==> src/rtl/i2c_types_pkg.sv <==
// Shared types for the I2C slave responder.
// Holds the FSM state encoding, the bit-counter width and a helper that maps
// the transmit bit counter to the byte bit driven onto SDA (MSB first).
package i2c_types_pkg;

  typedef enum logic [3:0] {
    IDLE,
    ADDR,
    ADDR_ACK,
    PTR,
    WR_DATA,
    WR_ACK,
    RD_DATA,
    RD_ACK,
    IGNORE
  } state_t;

  localparam int BYTE_W    = 8;
  // Receive path counts sampled bits 0..8, so one bit more than a byte index.
  localparam int BIT_CNT_W = 4;

  // Bit index of the byte to drive while transmitting bit number cnt (0 = MSB).
  function automatic logic [2:0] tx_bit_idx(input logic [BIT_CNT_W-1:0] cnt);
    return 3'(4'd7 - cnt);
  endfunction

endpackage

==> src/rtl/i2c_slave_line_sync.sv <==
// Bus line conditioning for the I2C slave.
// Brings the asynchronous SCL/SDA lines into the clk domain with 2-flop
// synchronizers (reset to 1 = idle bus), keeps one extra registered copy of
// each synchronized line and derives SCL edges and START/STOP conditions.
// Ports:
//   clk, rst_n      system clock, asynchronous active-low reset
//   scl, sda        raw bus lines
//   sda_s           synchronized SDA level
//   scl_rise        one-cycle pulse on synchronized SCL 0->1
//   scl_fall        one-cycle pulse on synchronized SCL 1->0
//   start           SDA 1->0 while SCL high
//   stop            SDA 0->1 while SCL high
module i2c_slave_line_sync (
  input  logic clk,
  input  logic rst_n,
  input  logic scl,
  input  logic sda,
  output logic sda_s,
  output logic scl_rise,
  output logic scl_fall,
  output logic start,
  output logic stop
);

  logic [1:0] scl_meta;
  logic [1:0] sda_meta;
  logic       scl_prev;
  logic       sda_prev;
  logic       scl_s;

  always_ff @(posedge clk or negedge rst_n) begin
    if (!rst_n) begin
      scl_meta <= 2'b11;
      sda_meta <= 2'b11;
      scl_prev <= 1'b1;
      sda_prev <= 1'b1;
    end else begin
      scl_meta <= {scl_meta[0], scl};
      sda_meta <= {sda_meta[0], sda};
      scl_prev <= scl_meta[1];
      sda_prev <= sda_meta[1];
    end
  end

  assign scl_s    = scl_meta[1];
  assign sda_s    = sda_meta[1];
  assign scl_rise = !scl_prev && scl_s;
  assign scl_fall = scl_prev && !scl_s;
  // SCL must be high on both samples so an SDA change racing an SCL edge is
  // not mistaken for a bus condition.
  assign start    = scl_prev && scl_s && sda_prev && !sda_s;
  assign stop     = scl_prev && scl_s && !sda_prev && sda_s;

endmodule

==> src/rtl/i2c_slave_responder.sv <==
// I2C slave with a small byte-addressed memory.
// Answers SLAVE_ADDR. The first write byte after the address sets the memory
// pointer; further write bytes are stored at the pointer, reads return
// mem[pointer]; the pointer auto-increments and wraps at MEM_DEPTH.
// Optional clock stretching: define I2C_SLAVE_CLOCK_STRETCH_EN to hold SCL low
// for STRETCH_CYCLES clk_i after each ACK bit while addressed.
// Ports:
//   clk_i, rst_n_i  system clock (>= 8x SCL), asynchronous active-low reset
//   scl_i, sda_i    asynchronous bus lines
//   sda_oe_o        1 = pull SDA low
//   scl_oe_o        1 = pull SCL low (stretch build only, else 0)
//   start_o/stop_o  one-cycle pulse per START (incl. repeated) / STOP
//   byte_valid_o    one-cycle pulse per byte completed at this slave
//   byte_o, rw_o    byte and direction (1 = read), valid with byte_valid_o
//   busy_o          high from addressed ACK until STOP, START or NACK
module i2c_slave_responder #(
  parameter logic [6:0] SLAVE_ADDR     = 7'h22,
  parameter int         MEM_DEPTH      = 32,
  parameter int         STRETCH_CYCLES = 16
) (
  input  logic       clk_i,
  input  logic       rst_n_i,
  input  logic       scl_i,
  input  logic       sda_i,
  output logic       sda_oe_o,
  output logic       scl_oe_o,
  output logic       start_o,
  output logic       stop_o,
  output logic       byte_valid_o,
  output logic [7:0] byte_o,
  output logic       rw_o,
  output logic       busy_o
);
  import i2c_types_pkg::*;

  localparam int PTR_W = $clog2(MEM_DEPTH);

  if (MEM_DEPTH < 2 || MEM_DEPTH > 256 || (MEM_DEPTH & (MEM_DEPTH - 1)) != 0 ||
      STRETCH_CYCLES < 1) begin : g_bad_params
    $error("i2c_slave_responder: illegal MEM_DEPTH or STRETCH_CYCLES");
  end

  logic sda_s, scl_rise, scl_fall, start_det, stop_det;

  i2c_slave_line_sync u_line_sync (
    .clk      (clk_i),
    .rst_n    (rst_n_i),
    .scl      (scl_i),
    .sda      (sda_i),
    .sda_s    (sda_s),
    .scl_rise (scl_rise),
    .scl_fall (scl_fall),
    .start    (start_det),
    .stop     (stop_det)
  );

  state_t                 state_q, state_d;
  logic [BIT_CNT_W-1:0]   bit_cnt_q, bit_cnt_d;
  logic [BYTE_W-1:0]      shift_q, shift_d;
  logic [PTR_W-1:0]       ptr_q, ptr_d;
  logic                   sda_oe_q, sda_oe_d;
  logic                   busy_q, busy_d;
  logic                   rw_q, rw_d;
  logic [BYTE_W-1:0]      byte_q, byte_d;
  logic                   byte_valid_d;
  logic                   mem_we;
  logic [BYTE_W-1:0]      mem [MEM_DEPTH];

  always_comb begin
    state_d      = state_q;
    bit_cnt_d    = bit_cnt_q;
    shift_d      = shift_q;
    ptr_d        = ptr_q;
    sda_oe_d     = sda_oe_q;
    busy_d       = busy_q;
    rw_d         = rw_q;
    byte_d       = byte_q;
    byte_valid_d = 1'b0;
    mem_we       = 1'b0;

    // Bus conditions win over any SCL edge seen in the same cycle.
    if (start_det) begin
      state_d   = ADDR;
      bit_cnt_d = '0;
      sda_oe_d  = 1'b0;
      busy_d    = 1'b0;
    end else if (stop_det) begin
      state_d   = IDLE;
      bit_cnt_d = '0;
      sda_oe_d  = 1'b0;
      busy_d    = 1'b0;
    end else begin
      case (state_q)
        IDLE, IGNORE: sda_oe_d = 1'b0;

        ADDR, PTR, WR_DATA: begin
          if (scl_rise) begin
            shift_d   = {shift_q[BYTE_W-2:0], sda_s};
            bit_cnt_d = bit_cnt_q + BIT_CNT_W'(1);
          end else if (scl_fall && bit_cnt_q == BIT_CNT_W'(8)) begin
            bit_cnt_d = '0;
            if (state_q == ADDR) begin
              if (shift_q[7:1] == SLAVE_ADDR) begin
                state_d  = ADDR_ACK;
                sda_oe_d = 1'b1;
                busy_d   = 1'b1;
                rw_d     = shift_q[0];
              end else begin
                state_d  = IGNORE;
              end
            end else if (state_q == PTR) begin
              ptr_d    = shift_q[PTR_W-1:0];
              state_d  = WR_ACK;
              sda_oe_d = 1'b1;
            end else begin
              mem_we       = 1'b1;
              byte_d       = shift_q;
              byte_valid_d = 1'b1;
              ptr_d        = ptr_q + PTR_W'(1);
              state_d      = WR_ACK;
              sda_oe_d     = 1'b1;
            end
          end
        end

        ADDR_ACK: begin
          if (scl_fall) begin
            bit_cnt_d = '0;
            if (rw_q) begin
              state_d  = RD_DATA;
              shift_d  = mem[ptr_q];
              sda_oe_d = ~mem[ptr_q][7];
            end else begin
              state_d  = PTR;
              sda_oe_d = 1'b0;
            end
          end
        end

        WR_ACK: begin
          if (scl_fall) begin
            state_d   = WR_DATA;
            bit_cnt_d = '0;
            sda_oe_d  = 1'b0;
          end
        end

        RD_DATA: begin
          if (scl_fall) begin
            if (bit_cnt_q == BIT_CNT_W'(7)) begin
              state_d      = RD_ACK;
              bit_cnt_d    = '0;
              sda_oe_d     = 1'b0;
              byte_d       = shift_q;
              byte_valid_d = 1'b1;
            end else begin
              bit_cnt_d = bit_cnt_q + BIT_CNT_W'(1);
              sda_oe_d  = ~shift_q[tx_bit_idx(bit_cnt_q + BIT_CNT_W'(1))];
            end
          end
        end

        RD_ACK: begin
          // Master's ACK/NACK is decided on the rising edge; the next byte is
          // only put on the bus once SCL falls again.
          if (scl_rise) begin
            if (sda_s) begin
              state_d = IGNORE;
              busy_d  = 1'b0;
            end else begin
              ptr_d = ptr_q + PTR_W'(1);
            end
          end else if (scl_fall) begin
            state_d   = RD_DATA;
            bit_cnt_d = '0;
            shift_d   = mem[ptr_q];
            sda_oe_d  = ~mem[ptr_q][7];
          end
        end

        default: begin
          state_d  = IDLE;
          sda_oe_d = 1'b0;
        end
      endcase
    end
  end

  always_ff @(posedge clk_i or negedge rst_n_i) begin
    if (!rst_n_i) begin
      state_q      <= IDLE;
      bit_cnt_q    <= '0;
      ptr_q        <= '0;
      sda_oe_q     <= 1'b0;
      busy_q       <= 1'b0;
      rw_q         <= 1'b0;
      byte_q       <= '0;
      byte_valid_o <= 1'b0;
      start_o      <= 1'b0;
      stop_o       <= 1'b0;
    end else begin
      state_q      <= state_d;
      bit_cnt_q    <= bit_cnt_d;
      ptr_q        <= ptr_d;
      sda_oe_q     <= sda_oe_d;
      busy_q       <= busy_d;
      rw_q         <= rw_d;
      byte_q       <= byte_d;
      byte_valid_o <= byte_valid_d;
      start_o      <= start_det;
      stop_o       <= stop_det;
    end
  end

  always_ff @(posedge clk_i) begin
    shift_q <= shift_d;
  end

  always_ff @(posedge clk_i) begin
    if (mem_we) begin
      mem[ptr_q] <= shift_q;
    end
  end

`ifdef I2C_SLAVE_CLOCK_STRETCH_EN
  localparam int STRETCH_W = $clog2(STRETCH_CYCLES + 1);

  logic                 stretch_go;
  logic [STRETCH_W-1:0] stretch_cnt_q;

  // Every SCL fall in an ACK state ends an ACK bit of this slave.
  assign stretch_go = scl_fall && !start_det && !stop_det &&
                      (state_q == ADDR_ACK || state_q == WR_ACK || state_q == RD_ACK);

  always_ff @(posedge clk_i or negedge rst_n_i) begin
    if (!rst_n_i) begin
      stretch_cnt_q <= '0;
    end else if (stretch_go) begin
      stretch_cnt_q <= STRETCH_W'(STRETCH_CYCLES);
    end else if (stretch_cnt_q != '0) begin
      stretch_cnt_q <= stretch_cnt_q - STRETCH_W'(1);
    end
  end

  assign scl_oe_o = (stretch_cnt_q != '0);
`else
  assign scl_oe_o = 1'b0;
`endif

  assign sda_oe_o = sda_oe_q;
  assign busy_o   = busy_q;
  assign rw_o     = rw_q;
  assign byte_o   = byte_q;

endmodule

==> config.mk <==
export PLATFORM = sky130hd
export DESIGN_NAME = i2c_slave_responder
export DESIGN_NICKNAME = d
export VERILOG_FILES = /design/src/rtl/i2c_types_pkg.sv /design/src/rtl/i2c_slave_line_sync.sv /design/src/rtl/i2c_slave_responder.sv
export SDC_FILE = /design/constraint.sdc
export NUM_CORES = 1
export LEC_CHECK = 0
export CAP_MARGIN = 20
export CORE_MARGIN = 8
export CORE_UTILIZATION = 59
export CTS_CLUSTER_SIZE = 14
export DETAILED_ROUTE_END_ITERATION = 10
export PLACE_DENSITY = 0.79
export SLEW_MARGIN = 5
export SYNTH_ARGS = -nofsm -noshare
export SYNTH_HDL_FRONTEND = slang
export SYNTH_SLANG_ARGS = --single-unit
==> constraint.sdc <==
create_clock -name clk_i -period 4.75 [get_ports clk_i]
set_input_delay 0.475 -clock clk_i [delete_from_list [all_inputs] [get_ports clk_i]]
set_output_delay 0.475 -clock clk_i [all_outputs]
set_load 0.05 [all_outputs]
==> Yosys cells after proc, flatten, opt, wreduce, memory -nomap -nowiden <==
Memory sizes are Yosys's and may differ from the RTL's.
Index checks and enable logic that the tools add are counted.
{ "word_totals": {"latchBits": 0, "memories": 1, "elab_cells": 177, "ram_bits": 256, "reg_bits": 41, "mem_bits_ro": 0} }
{ "memory_table": {"columns": ["name", "words", "width", "rd", "rd_ports_with_merged_regs", "write_ports", "line", "text"], "rows": [
  ["mem", 32, 8, 1, 0, 1, "i2c_slave_responder.sv:67", "logic [BYTE_W-1:0] mem [MEM_DEPTH];"]
]} }
{ "classes": {"div_mod_pow": 0, "n_lt_le_gt_ge": 1, "bitwise": 5, "eq_ne": 41, "n_mul": 0, "reduce_logical": 29, "muxes": 82, "addsub": 3, "shifts": 0} }
{ "op_table": {"columns": ["operator", "count"], "rows": [
  ["two-way mux 8 bit", 11],
  ["two-way mux 4 bit", 21],
  ["!= test 4 bit (second input constant)", 11],
  ["two-way mux 1 bit", 34],
  ["two-way mux 5 bit", 6],
  ["!= test 2 bit (second input constant)", 13],
  ["one-hot mux 4 bit (6 select lines)", 1],
  ["one-hot mux 8 bit (3 select lines)", 1],
  ["AND reduction 8 bit", 3],
  ["== test 4 x 3 -> 1 bit (second input constant)", 5],
  ["AND reduction 9 bit", 2],
  ["one-hot mux 4 bit (4 select lines)", 1],
  ["one-hot mux 8 bit (2 select lines)", 1],
  ["!= test 5 bit (second input constant)", 3],
  ["AND reduction 7 bit", 2],
  ["one-hot mux 5 bit (2 select lines)", 1],
  ["== test 4 x 2 -> 1 bit (second input constant)", 2],
  ["== test 4 bit (second input constant)", 2],
  ["logical AND 1 bit", 8],
  ["== test 7 x 6 -> 1 bit (second input constant)", 1],
  ["nonzero test 6 bit", 1],
  ["adder 5 x 1 -> 5 bit (second input constant)", 1],
  ["!= test 5 x 4 -> 1 bit (second input constant)", 1],
  ["NOT 1 bit", 5],
  ["other kinds (18)", 24]
]} }

==> Logic depth before layout (Yosys ltp) <==
{ "logic_depth": {"depth_word": 10, "depth_mapped": 10} }

==> Hierarchy <==
Synthesis repeated with hierarchy kept, for this count alone.
{ "unflattened": {"hier_cells": 715, "hier_area_um2": 12395.6} }
{ "by_module_without_submodules": {"columns": ["mod", "seq_area_each_um2", "cells_each", "area_each_um2", "n_inst"], "rows": [
  ["i2c_slave_responder", 8603.3, 705, 12205.5, 1],
  ["i2c_slave_line_sync", 157.7, 10, 190.2, 1]
]} }

==> Worst setup path after synthesis <==
No wires, ideal clock.
{ "synth_timing": {"path_type": "register to register", "from": "register u_line_sync.scl_meta[1]", "to": "register shift_q[0], enable pin", "t_required_ns": 4.331, "stages_incl_launch_ff": 7, "period_less_slack_ns": 3.183, "slack_ns": 1.567, "arrival_time_ns": 2.764, "setup_time_ns": 0.419, "path_buffers": 1, "cell_sequence": "dfstp_2 -> ha_1 -> clkbuf_1 -> nand2_1 -> mux2i_1 -> o21ai_0 -> a2111oi_0"} }
{ "synth_between": {"elab_chain_len": 5} }
{ "synth_lines": {"columns": ["element", "line", "text"], "rows": [
  ["start, declared", "i2c_slave_line_sync.sv:25", "logic [1:0] scl_meta;"],
  ["start signal, assigned", "i2c_slave_line_sync.sv:38", "scl_meta <= {scl_meta[0], scl};"],
  ["branches (longest 4 deep; another with != test 2 bit)", null, null],
  ["AND reduction 8 bit (no line) *", null, null],
  ["end signal, assigned", "i2c_slave_responder.sv:216", "shift_q <= shift_d;"],
  ["end, declared", "i2c_slave_responder.sv:59", "logic [BYTE_W-1:0] shift_q, shift_d;"]
]} }
Mark *: on every way between the ends.
A chain may end at the register's enable or synchronous reset.

==> Worst setup path after layout <==
{ "layout_timing": {"from": "register u_line_sync.scl_prev", "to": "memory mem[7][4], enable pin"} }
{ "layout_between": {"elab_chain_len": 9} }
{ "layout_lines": {"columns": ["element", "line", "text"], "rows": [
  ["start, declared", "i2c_slave_line_sync.sv:27", "logic scl_prev;"],
  ["start signal, assigned", "i2c_slave_line_sync.sv:40", "scl_prev <= scl_meta[1];"],
  ["logical AND 1 bit", "i2c_slave_line_sync.sv:48", "assign scl_fall = scl_prev && !scl_s;"],
  ["logical AND 1 bit", "i2c_slave_responder.sv:100", "end else if (scl_fall && bit_cnt_q == BIT_CNT_W'(8)) begin"],
  ["two-way mux 1 bit", "i2c_slave_responder.sv:100", null],
  ["two-way mux 1 bit", "i2c_slave_responder.sv:97", "if (scl_rise) begin"],
  ["two-way mux 1 bit", "i2c_slave_responder.sv:93", "case (state_q)"],
  ["two-way mux 1 bit", "i2c_slave_responder.sv:87", "end else if (stop_det) begin"],
  ["two-way mux 1 bit *", "i2c_slave_responder.sv:82", "if (start_det) begin"],
  ["two-way mux 1 bit *", "i2c_slave_responder.sv:220", "if (mem_we) begin"],
  ["two-way mux 1 bit (implied by the code) *", "i2c_slave_responder.sv:221", "mem[ptr_q] <= shift_q;"],
  ["end, declared", "i2c_slave_responder.sv:67", null]
]} }
Mark *: on every way between the ends. The rest lies on a longest branch, timed or not.

==> flow_metrics.py <==
metrics = {
    "outcome": {
        "status": "completed",
    },
    "clock_tree": {
        "ctsResizeCount": 0,
        "ctsRootBufferMaster": "clkbuf_16",
        "cts_sinks": 297,
        "max-clock-path-buffers": 3,
        "clock_latency_ns": 0.58,
        "htreeDepth": 1,
        "numCtsBuffers": 30,
        "path_clk_slew_ns": 0.06,
        "cts_hold_buf": 0,
        "cts_tree": "yes",
        "postCtsSetupBuffers": 0,
    },
    "synthesis": {
        "async_reset_ff_share_pct": 11.1,
        "yosysTopAreaCellShare_pct": 62.8,
        "synth_cell_types": 71,
        "syn_inst": 757,
        "synth-seq-area-share_pct": 69.4,
        "synth_top_cell_by_area": "edfxtp_1",
        "ys_top_cells_by_count": "edfxtp_1 (264), mux4_2 (57), nor2_1 (49), nand2_1 (34), mux2i_1 (30)",
        "synth.net_count": 770,
        "syn-cell-area_sq_mm": 0.0126,
        "synth_edf_count": 264,
        "synth_most_common_cell": "edfxtp_1",
        "ys_seq_elements": 297,
        "ys_warn_count": 0,
        "netlist_top_cells_area": "edfxtp_1 (63%), mux4_2 (10%), dfrtp_1 (5.4%)",
        "syn_avg_cell_area_sq_um": 16.7,
        "yosys_most_used_dff": "edfxtp_1",
    },
    "grt": {
        "antenna_found_initial": 0,
        "grt_remaining_overflow": 0,
        "grt_pass1_vias": 7151,
        "grt_use_total_pct": 22.7,
        "grt_pass1_wl_um": 44900,
        "grt_start_max_net_pins": 56,
    },
    "power": {
        "p_per_area_mw_per_mm2": 462,
        "power_leakage_nw": 4.47,
        "ir_drop_mv": 0.405,
    },
    "sta": {
        "clock_skew_ns": 0.0448,
        "fin_crit_ns": 3.30,
        "clock.fmax_ghz": 0.303,
        "setup_viol": 0,
        "rsz0062_at_grt": "no",
        "tns_ns": 0,
        "min_period_over_period_pct": 69.4,
        "worstMarginPinSlew_ns": 1.08,
        "slew_headroom_pct": 27.9,
        "slew_viol_final": 0,
        "finalHoldViolCount": 0,
    },
    "die": {
        "core_sq_mm": 0.0210,
        "die_w_um": 162,
        "fp-row-count": 53,
        "initial_core_util_pct": 60.0,
        "chipHeight_um": 162,
        "dieArea_sq_mm": 0.0263,
        "ios": 19,
    },
    "route": {
        "vias": 7179,
        "wl_per_cell_um": 27.5,
        "initialDrtViolationCount": 789,
        "wirelength_um": 29400,
        "ant_nets": 0,
        "drt_first_pass_iters": 5,
        "vias_per_cell": 6.70,
        "remaining_drc_errors": 0,
    },
    "worst_setup_path": {
        "end_kind": "flop",
        "cp-startpoint": "u_line_sync.scl_prev$_DFF_PN1_",
        "r2r-start": "u_line_sync.scl_prev$_DFF_PN1_",
        "crit_buf_inv": 0,
        "cp_top_family": "simple AND/OR/NAND/NOR gates",
        "critPathLaunchType": "flop",
        "critPathRequiredTime_ns": 4.92,
        "crit_top_cell": "nor2_1",
        "crit_type": "reg2reg",
        "crit_chain": "ha_1 > and4b_1 > nand4_1 > nor2_1 > nand2_1 > nor2_1",
        "crit_fanout": 11,
        "arrival_ns": 3.46,
        "cpPeakStageDelay_ns": 0.69,
        "worst_path_max_delay_cell": "nor2_1",
    },
    "final_layout": {
        "drive_gt1_share_pct": 19.7,
        "fin_area_sq_mm": 0.0140,
        "utilization_pct": 66.7,
        "syn_to_final_growth_pct": 11.1,
        "antenna_cells": 0,
        "fill_cells": 1354,
        "final_nets": 786,
    },
    "placement": {
        "post_dp_cell_area_sq_mm": 0.0130,
        "hpwl_um": 18200,
        "finalWeightedCongestion": 0.887,
        "port-buffer-count": 17,
    },
    "flow_run": {
        "maxCapViolations": 0,
    },
    "min_path": {
        "worstHoldPathType": "in2async",
    },
}
where the power goes:
group,internal [W],total (W),switching (W),leakage (nW)
Sequential,0.00288,0.00312,0.000240,2.80
Clock,0.00137,0.00236,0.000984,0.488
Combinational,0.000522,0.00100,0.000478,1.18
Total,0.00478,0.00648,0.00170,4.47
layout by cell type (no fill, tap or decap), types with 7 or more instances in the layout:
cell,n
clkbuf_16,33
o21ai_0,24
clkdlybuf4s50_1,17
mux2_2,17
nand2b_1,15
a21oi_1,17
ha_1,9
nand2_1,34
nor2_1,49
nor3_1,11
edfxtp_1,264
buf_4,14
nor2b_1,11
inv_1,10
mux2i_1,30
a31oi_1,10
mux4_2,57
dfrtp_1,24
nand3_1,15
o22ai_1,7
through the flow:
stage / power, W / worst slack (ns) / hold WS (ns) / std cells
detailed placement: 0.00417 / 1.55 / 0.349 / 1014
CTS: 0.00650 / 1.52 / 0.332 / 1070
floorplan: 0.00389 / 1.57 / 0.179 / 757
global route: 0.00668 / 1.30 / 0.339 / 1072
global placement: 0.00413 / 1.71 / 0.346 / 1014
finish: 0.00648 / 1.45 / 0.338 / 1072
routing by layer:
layer | GRT usage (%) | up-vias | part of all wire [%]
li1 | - | 3039 | -
met1 | 30.0 | 3644 | 38
met2 | 36.9 | 419 | 49
met3 | 4.15 | 77 | 8.8
met4 | 8.80 | 0 | 3.7
met5 | 0 | - | 0
worst register-to-register path, cell delays in order (launching register included):
cell and delay [ns]:
dfstp_2 0.56, ha_1 0.35, and4b_1 0.39, nand4_1 0.18, nor2_1 0.26, nand2_1 0.49, nor2_1 0.69
cell families after synthesis:
family	after synthesis	share of synthesized area, %
AOI/OAI and AO/OA	109	5.89
xor gates and xnor gates	2	0.139
adders and majority gates	9	0.893
buffers and inverters	60	2.34
DFF	297	69.4
muxes	104	14.1
other	1	0.0297
and+or+nand+nor	175	7.20
sequential cells by signal, summed over array words and instances, names as in the netlist:
name	flops
busy_o	1
u_line_sync.scl_prev	1
shift_q	8
u_line_sync.scl_meta	2
byte_o	8
ptr_q	5
state_q	4
sda_oe_o	1
u_line_sync.sda_meta	2
mem	256
bit_cnt_q	4
rw_o	1
byte_valid_o	1
stop_o	1
start_o	1
u_line_sync.sda_prev	1
final cells by class:
cell class	count	area (sq um)	share of cell area, %
clock buffers	39	848	6.05
clock inverters	17	164	1.17
inverters	11	41.3	0.294
multi-input cells	400	3570	25.4
flip-flops and latches	297	8770	62.5
well taps	275	344	2.45
repair buffers	33	288	2.05
worst paths after layout:
path | endpoint | slack (ns) | depth (start not counted)
setup / recovery | mem[7][4]$_DFFE_PP_ | 1.45 | 6
hold / removal | sda_oe_o$_DFFE_PN0P_ | 0.34 | 2
setup reg to reg | mem[7][4]$_DFFE_PP_ | 1.45 | 6
hold reg to reg | u_line_sync.sda_meta[1]$_DFF_PN1_ | 0.36 | 0
max in group asynchronous | ptr_q[0]$_DFFE_PN0P_ | 4.05 | 2
min in group clk_i | u_line_sync.scl_meta[0]$_DFF_PN1_ | 0.34 | 1
No activity file was read; power rests on OpenSTA's default activity.
